--- src/rtl/div_pkg.sv ---
// Shared definitions for the multi-cycle divider: FSM encodings, handshake levels
// and the DIV/DIVU decode constants used by ID/EX.
package div_pkg;

  typedef enum logic [1:0] {
    DivFree   = 2'b00,
    DivByZero = 2'b01,
    DivOn     = 2'b10,
    DivEnd    = 2'b11
  } div_state_e;

  localparam logic DivResultReady    = 1'b1;
  localparam logic DivResultNotReady = 1'b0;
  localparam logic DivStart          = 1'b1;
  localparam logic DivStop           = 1'b0;

  // SPECIAL-opcode funct fields and internal ALU op codes
  localparam logic [5:0] OpSpecial = 6'b000000;
  localparam logic [5:0] FunctMult  = 6'b011000;
  localparam logic [5:0] FunctMultu = 6'b011001;
  localparam logic [5:0] FunctDiv   = 6'b011010;
  localparam logic [5:0] FunctDivu  = 6'b011011;

  localparam logic [7:0] AluOpNop   = 8'b00000000;
  localparam logic [7:0] AluOpMult  = 8'b00011000;
  localparam logic [7:0] AluOpMultu = 8'b00011001;
  localparam logic [7:0] AluOpDiv   = 8'b00011010;
  localparam logic [7:0] AluOpDivu  = 8'b00011011;

endpackage

--- src/rtl/div_unit.sv ---
// Radix-2 restoring divider for DIV/DIVU, one quotient bit per clock.
// result = {remainder, quotient}; held while start stays high after ready.
module div_unit
  import div_pkg::*;
#(
  parameter int unsigned WIDTH = 32
) (
  input  logic               clk,
  input  logic               rst,
  input  logic               signed_div,
  input  logic [WIDTH-1:0]   opdata1,
  input  logic [WIDTH-1:0]   opdata2,
  input  logic               start,
  input  logic               annul,
  output logic [2*WIDTH-1:0] result,
  output logic               ready
);

  localparam int unsigned CntW = $clog2(WIDTH + 1);

  div_state_e         state_q;
  logic [CntW-1:0]    cnt_q;
  logic [WIDTH-1:0]   dividend_q;  // dividend bits shift out, quotient bits shift in
  logic [WIDTH-1:0]   divisor_q;
  logic [WIDTH-1:0]   partial_q;
  logic               neg_quo_q;
  logic               neg_rem_q;
  logic [2*WIDTH-1:0] result_q;
  logic               ready_q;

  logic [WIDTH-1:0] abs_a, abs_b;
  logic [WIDTH:0]   shifted, diff;
  logic             qbit, last_iter;
  logic [WIDTH-1:0] partial_nx, quo_nx, quo_fix, rem_fix;

  assign abs_a = (signed_div && opdata1[WIDTH-1]) ? -opdata1 : opdata1;
  assign abs_b = (signed_div && opdata2[WIDTH-1]) ? -opdata2 : opdata2;

  // WIDTH+1-bit compare/subtract keeps the carry when |divisor| has its MSB set
  assign shifted    = {partial_q, dividend_q[WIDTH-1]};
  assign diff       = shifted - {1'b0, divisor_q};
  assign qbit       = ~diff[WIDTH];
  assign partial_nx = qbit ? diff[WIDTH-1:0] : shifted[WIDTH-1:0];
  assign quo_nx     = {dividend_q[WIDTH-2:0], qbit};
  assign quo_fix    = neg_quo_q ? -quo_nx : quo_nx;
  assign rem_fix    = neg_rem_q ? -partial_nx : partial_nx;
  assign last_iter  = (cnt_q == CntW'(WIDTH - 1));

  always_ff @(posedge clk) begin
    if (rst) begin
      state_q    <= DivFree;
      cnt_q      <= '0;
      dividend_q <= '0;
      divisor_q  <= '0;
      partial_q  <= '0;
      neg_quo_q  <= 1'b0;
      neg_rem_q  <= 1'b0;
      result_q   <= '0;
      ready_q    <= DivResultNotReady;
    end else begin
      unique case (state_q)
        DivFree: begin
          if (start == DivStart && !annul) begin
            dividend_q <= abs_a;
            divisor_q  <= abs_b;
            partial_q  <= '0;
            cnt_q      <= '0;
            neg_quo_q  <= signed_div & (opdata1[WIDTH-1] ^ opdata2[WIDTH-1]);
            neg_rem_q  <= signed_div & opdata1[WIDTH-1];
            state_q    <= (opdata2 == '0) ? DivByZero : DivOn;
          end
        end
        DivByZero: begin
          result_q <= '0;
          ready_q  <= DivResultReady;
          state_q  <= DivEnd;
        end
        DivOn: begin
          if (annul) begin
            result_q <= '0;
            ready_q  <= DivResultNotReady;
            state_q  <= DivFree;
          end else begin
            dividend_q <= quo_nx;
            partial_q  <= partial_nx;
            cnt_q      <= cnt_q + 1'b1;
            if (last_iter) begin
              result_q <= {rem_fix, quo_fix};
              ready_q  <= DivResultReady;
              state_q  <= DivEnd;
            end
          end
        end
        DivEnd: begin
          if (start == DivStop) begin
            result_q <= '0;
            ready_q  <= DivResultNotReady;
            state_q  <= DivFree;
          end
        end
        default: state_q <= DivFree;
      endcase
    end
  end

  assign result = result_q;
  assign ready  = ready_q;

endmodule

--- config.mk ---
export PLATFORM = sky130hd
export DESIGN_NAME = div_unit
export DESIGN_NICKNAME = d
export VERILOG_FILES = /design/src/rtl/div_pkg.sv /design/src/rtl/div_unit.sv
export SDC_FILE = /design/constraint.sdc
export NUM_CORES = 1
export LEC_CHECK = 0
export ABC_AREA = 1
export ABC_CLOCK_PERIOD_IN_PS = 4500
export BUFFER_PORTS_ARGS = -buffer_cell sky130_fd_sc_hd__buf_2
export CORE_ASPECT_RATIO = 1.75
export CORE_MARGIN = 2
export CORE_UTILIZATION = 60
export DETAILED_ROUTE_END_ITERATION = 8
export PLACE_DENSITY = 0.81
export SYNTH_ARGS = -nofsm -noshare
export SYNTH_HDL_FRONTEND = slang
export SYNTH_SLANG_ARGS = --single-unit
--- constraint.sdc ---
create_clock -name clk -period 4.5 [get_ports clk]
set_clock_uncertainty 0.15 [all_clocks]
set_input_delay 0.45 -clock clk [delete_from_list [all_inputs] [get_ports clk]]
set_output_delay 0.45 -clock clk [all_outputs]
set_load 0.03 [all_outputs]
==> results.yml <==
status:
  outcome: "finished clean"
drt:
  vias: 14200
  first_pass_iters: 5
  drtAntennaViolNets: 0
  drc: 0
  routed_via_density: 5.79
  drt_iter0_markers: 1068
  wl_mm: 43.7
  wl_per_cell_um: 17.8
setup_path:
  cp-start-kind: "flip-flop"
  critPathMaxFanout: 7
  crit_arrival_ps: 4400
  worstSetupPathType: "flip-flop to flip-flop"
  crit_path_end: "result[24]$_SDFFE_PP0P_"
  rrSetupSlack_ps: 220
  end_kind: "flip-flop"
  r2r_cells: 23
  r2r-end: "result[24]$_SDFFE_PP0P_"
  required_ps: 4620
  cp-startpoint: "divisor_q[27]$_SDFFE_PP0P_"
  regToRegStartpoint: "divisor_q[27]$_SDFFE_PP0P_"
cells_and_area:
  design_area_sq_um: 14100
  layout_common_cells: "647 x nand2_1, 238 x inv_1, 207 x a21oi_1"
  layout.nets: 2293
  area_delta_synth_final_pct: 12.1
  drive_gt1_share_pct: 12.3
  instances_no_fill: 2451
  mostFrequentLayoutCell: "nand2_1"
  n_antenna_cell: 0
power_and_ir_drop:
  ir_worst_vdd_uv: 294
  p_leak_nw: 6.96
  powerDensity_nw_per_um2: 411
min_path:
  hp-class: "input port to flip-flop"
  whs_path_depth: 2
clock_tree:
  clkLatencyLatePin_ps: 450
  cts_tree: "built"
  clockRootBuffer: "clkbuf_16"
  cts_max_level: 4
  post_cts_buffers: 0
  cts_buffers: 17
  clk_pin_slew_ps: 70
  clk_path_buf_depth: 2
  cts_sinks: 171
sta:
  tightest_slew_ps: 1150
  hold_ws_ps: 90.2
  tns_ps: 0
  setup_viol: 0
  hold_viol: 0
  setup_slack_ps: 219
  drv_slew: 0
  max_freq_mhz: 234
  period_minus_slack_ps: 4280
  relSlewSlack_pct: 23.5
  finalCritPeriodShare_pct: 95.1
logic_synthesis:
  synth_edf_count: 0
  syn-num-nets: 2197
  synth_area_per_cell_sq_um: 6.01
  yosysSeqAreaShare_pct: 27.2
  yosysWarningCount: 0
  synth-async-reset-ratio_pct: 0
  netlist_instances: 2090
  syn_area_sq_um: 12600
  ys_seq_elements: 171
  ys.flop_type: "dfxtp_1"
  synth_cell_types: 54
global_route:
  grtUsageTotal_pct: 40.2
  overflow: 0
  grt_pass1_vias: 13800
  grt_max_degree: 105
  grt_antenna_before_repair: 0
  grt_first_pass_wirelength_mm: 69.6
flow_run:
  drv_cap: 0
floorplanning:
  die_area_sq_um: 22200
  die_y_um: 195
  design.core.area_sq_um: 20800
  start_util_pct: 60.6
  rows: 70
  die_x_um: 113
  io_pins: 134
placement:
  dpl.cell_count: 2419
  gp_congestion: 0.994
  dpl-instance-area_sq_um: 13400
  io_buffers: 133
  dp_slack_ps: 108
  dp_hpwl_mm: 33.7
registers in the layout (all words and copies together) (netlist names):
name and count:
ready 1, dividend_q 32, state_q 2, divisor_q 32, neg_rem_q 1, result 64
neg_quo_q 1, partial_q 32, cnt_q 6
cell type report:
type	count	area, sq um
clock buffer	19	443
clock inverter	13	191
fill	2008	6670
inverter	249	935
multi-input combinational	1594	7950
sequential	171	3420
tap	252	315
timing repair buffer	153	831
through the flow:
| step | util (%) | total power (W) |
|---|---|---|
| 5_1_grt | 67.9 | 0.00614 |
| 6_report | 67.9 | 0.00579 |
| 3_5_place_dp | 64.4 | 0.00410 |
| 4_1_cts | 67.5 | 0.00570 |
| 2_1_floorplan | - | 0.00346 |
| 3_3_place_gp | 64.4 | 0.00407 |
cells in the mapped netlist, types with 5 or more instances:
| cell | n | share of area, % |
|---|---|---|
| nand2_1 | 649 | 19 |
| inv_1 | 240 | 7.2 |
| a21oi_1 | 207 | 8.2 |
| nor2_1 | 184 | 5.5 |
| dfxtp_1 | 171 | 27 |
| nand3_1 | 138 | 5.5 |
| o21ai_0 | 107 | 4.3 |
| clkbuf_1 | 53 | 1.6 |
| xor2_1 | 46 | 3.2 |
| ha_1 | 37 | 3.7 |
| nor3_1 | 30 | 1.2 |
| nand4_1 | 21 | 1.0 |
| nand2_2 | 20 | 1.0 |
| o22ai_1 | 19 | 0.95 |
| o21ai_1 | 15 | 0.60 |
| xnor2_1 | 15 | 1.0 |
| nand3b_1 | 13 | 0.78 |
| nor4_1 | 8 | 0.40 |
| or2_2 | 8 | 0.40 |
| a221oi_1 | 7 | 0.49 |
| buf_2 | 7 | 0.28 |
| inv_2 | 7 | 0.21 |
| nor2_2 | 7 | 0.35 |
| o21ai_2 | 7 | 0.49 |
| buf_1 | 5 | 0.15 |
| buf_4 | 5 | 0.30 |
| buf_6 | 5 | 0.45 |
| nand3_2 | 5 | 0.40 |
| o211ai_1 | 5 | 0.30 |
critical path, cell delays in order, from the launching register on:
cell     delay, ps
dfxtp_1        310
inv_1          100
ha_1           380
nand2_1        110
nor2_1         180
inv_2           60
nor3_2         230
and2_4         220
nand2_4         70
nand2_4         80
nand2_4         90
nand2_8         80
ha_2           200
nand3_4        100
nor3_4         210
nand3_2        120
nor3_4         200
and2_4         170
nand4_1        220
nor3_2         250
a31oi_1        110
or2_2          300
nand3_1         80
a21oi_1         90
where the power goes:
| part | leakage (nW) | internal (W) | total (W) | switching, W |
|---|---|---|---|---|
| Clock | 0.305 | 0.000950 | 0.00161 | 0.000665 |
| Sequential | 1.39 | 0.00158 | 0.00168 | 0.0000964 |
| Combinational | 5.27 | 0.000760 | 0.00250 | 0.00174 |
repair_timing:
| item | 4_1_cts | 5_1_grt |
|---|---|---|
| hold buffers | 0 | 0 |
| endpoints found under the setup margin | 0 | 19 |
| resized for setup | 0 | 23 |
logic make-up after synthesis:
family / after synthesis / synth area share [%]
buffers and inverters: 325 / 10.3
AOI/OAI and AO/OA: 396 / 17.2
and+or+nand+nor: 1099 / 37.1
xor gates and xnor gates: 61 / 4.25
adders and majority gates: 38 / 3.84
DFF: 171 / 27.2
worst min-delay path by stage:
| stage | startpoint | end | slack [ps] |
|---|---|---|---|
| 5_1_grt | rst | state_q[0]$_SDFFE_PP0P_ | 100 |
| 2_1_floorplan | cnt_q[2]$_SDFFE_PP0P_ | cnt_q[2]$_SDFFE_PP0P_ | 300 |
| 4_1_cts | rst | state_q[0]$_SDFFE_PP0P_ | 80 |
| 3_3_place_gp | result[15]$_SDFFE_PP0P_ | result[15]$_SDFFE_PP0P_ | 300 |
| 3_5_place_dp | result[39]$_SDFFE_PP0P_ | result[39]$_SDFFE_PP0P_ | 310 |
| 6_report | rst | state_q[0]$_SDFFE_PP0P_ | 90 |
layer usage:
| layer | track usage, % | part of all wire, % | vias to the layer above |
|---|---|---|---|
| met5 | 0 | 0 | - |
| met2 | 72.2 | 51 | 584 |
| li1 | - | - | 6967 |
| met4 | 33.7 | 10 | 0 |
| met3 | 6.18 | 5.8 | 191 |
| met1 | 39.6 | 34 | 6443 |
(Power assumes the default switching activity.)
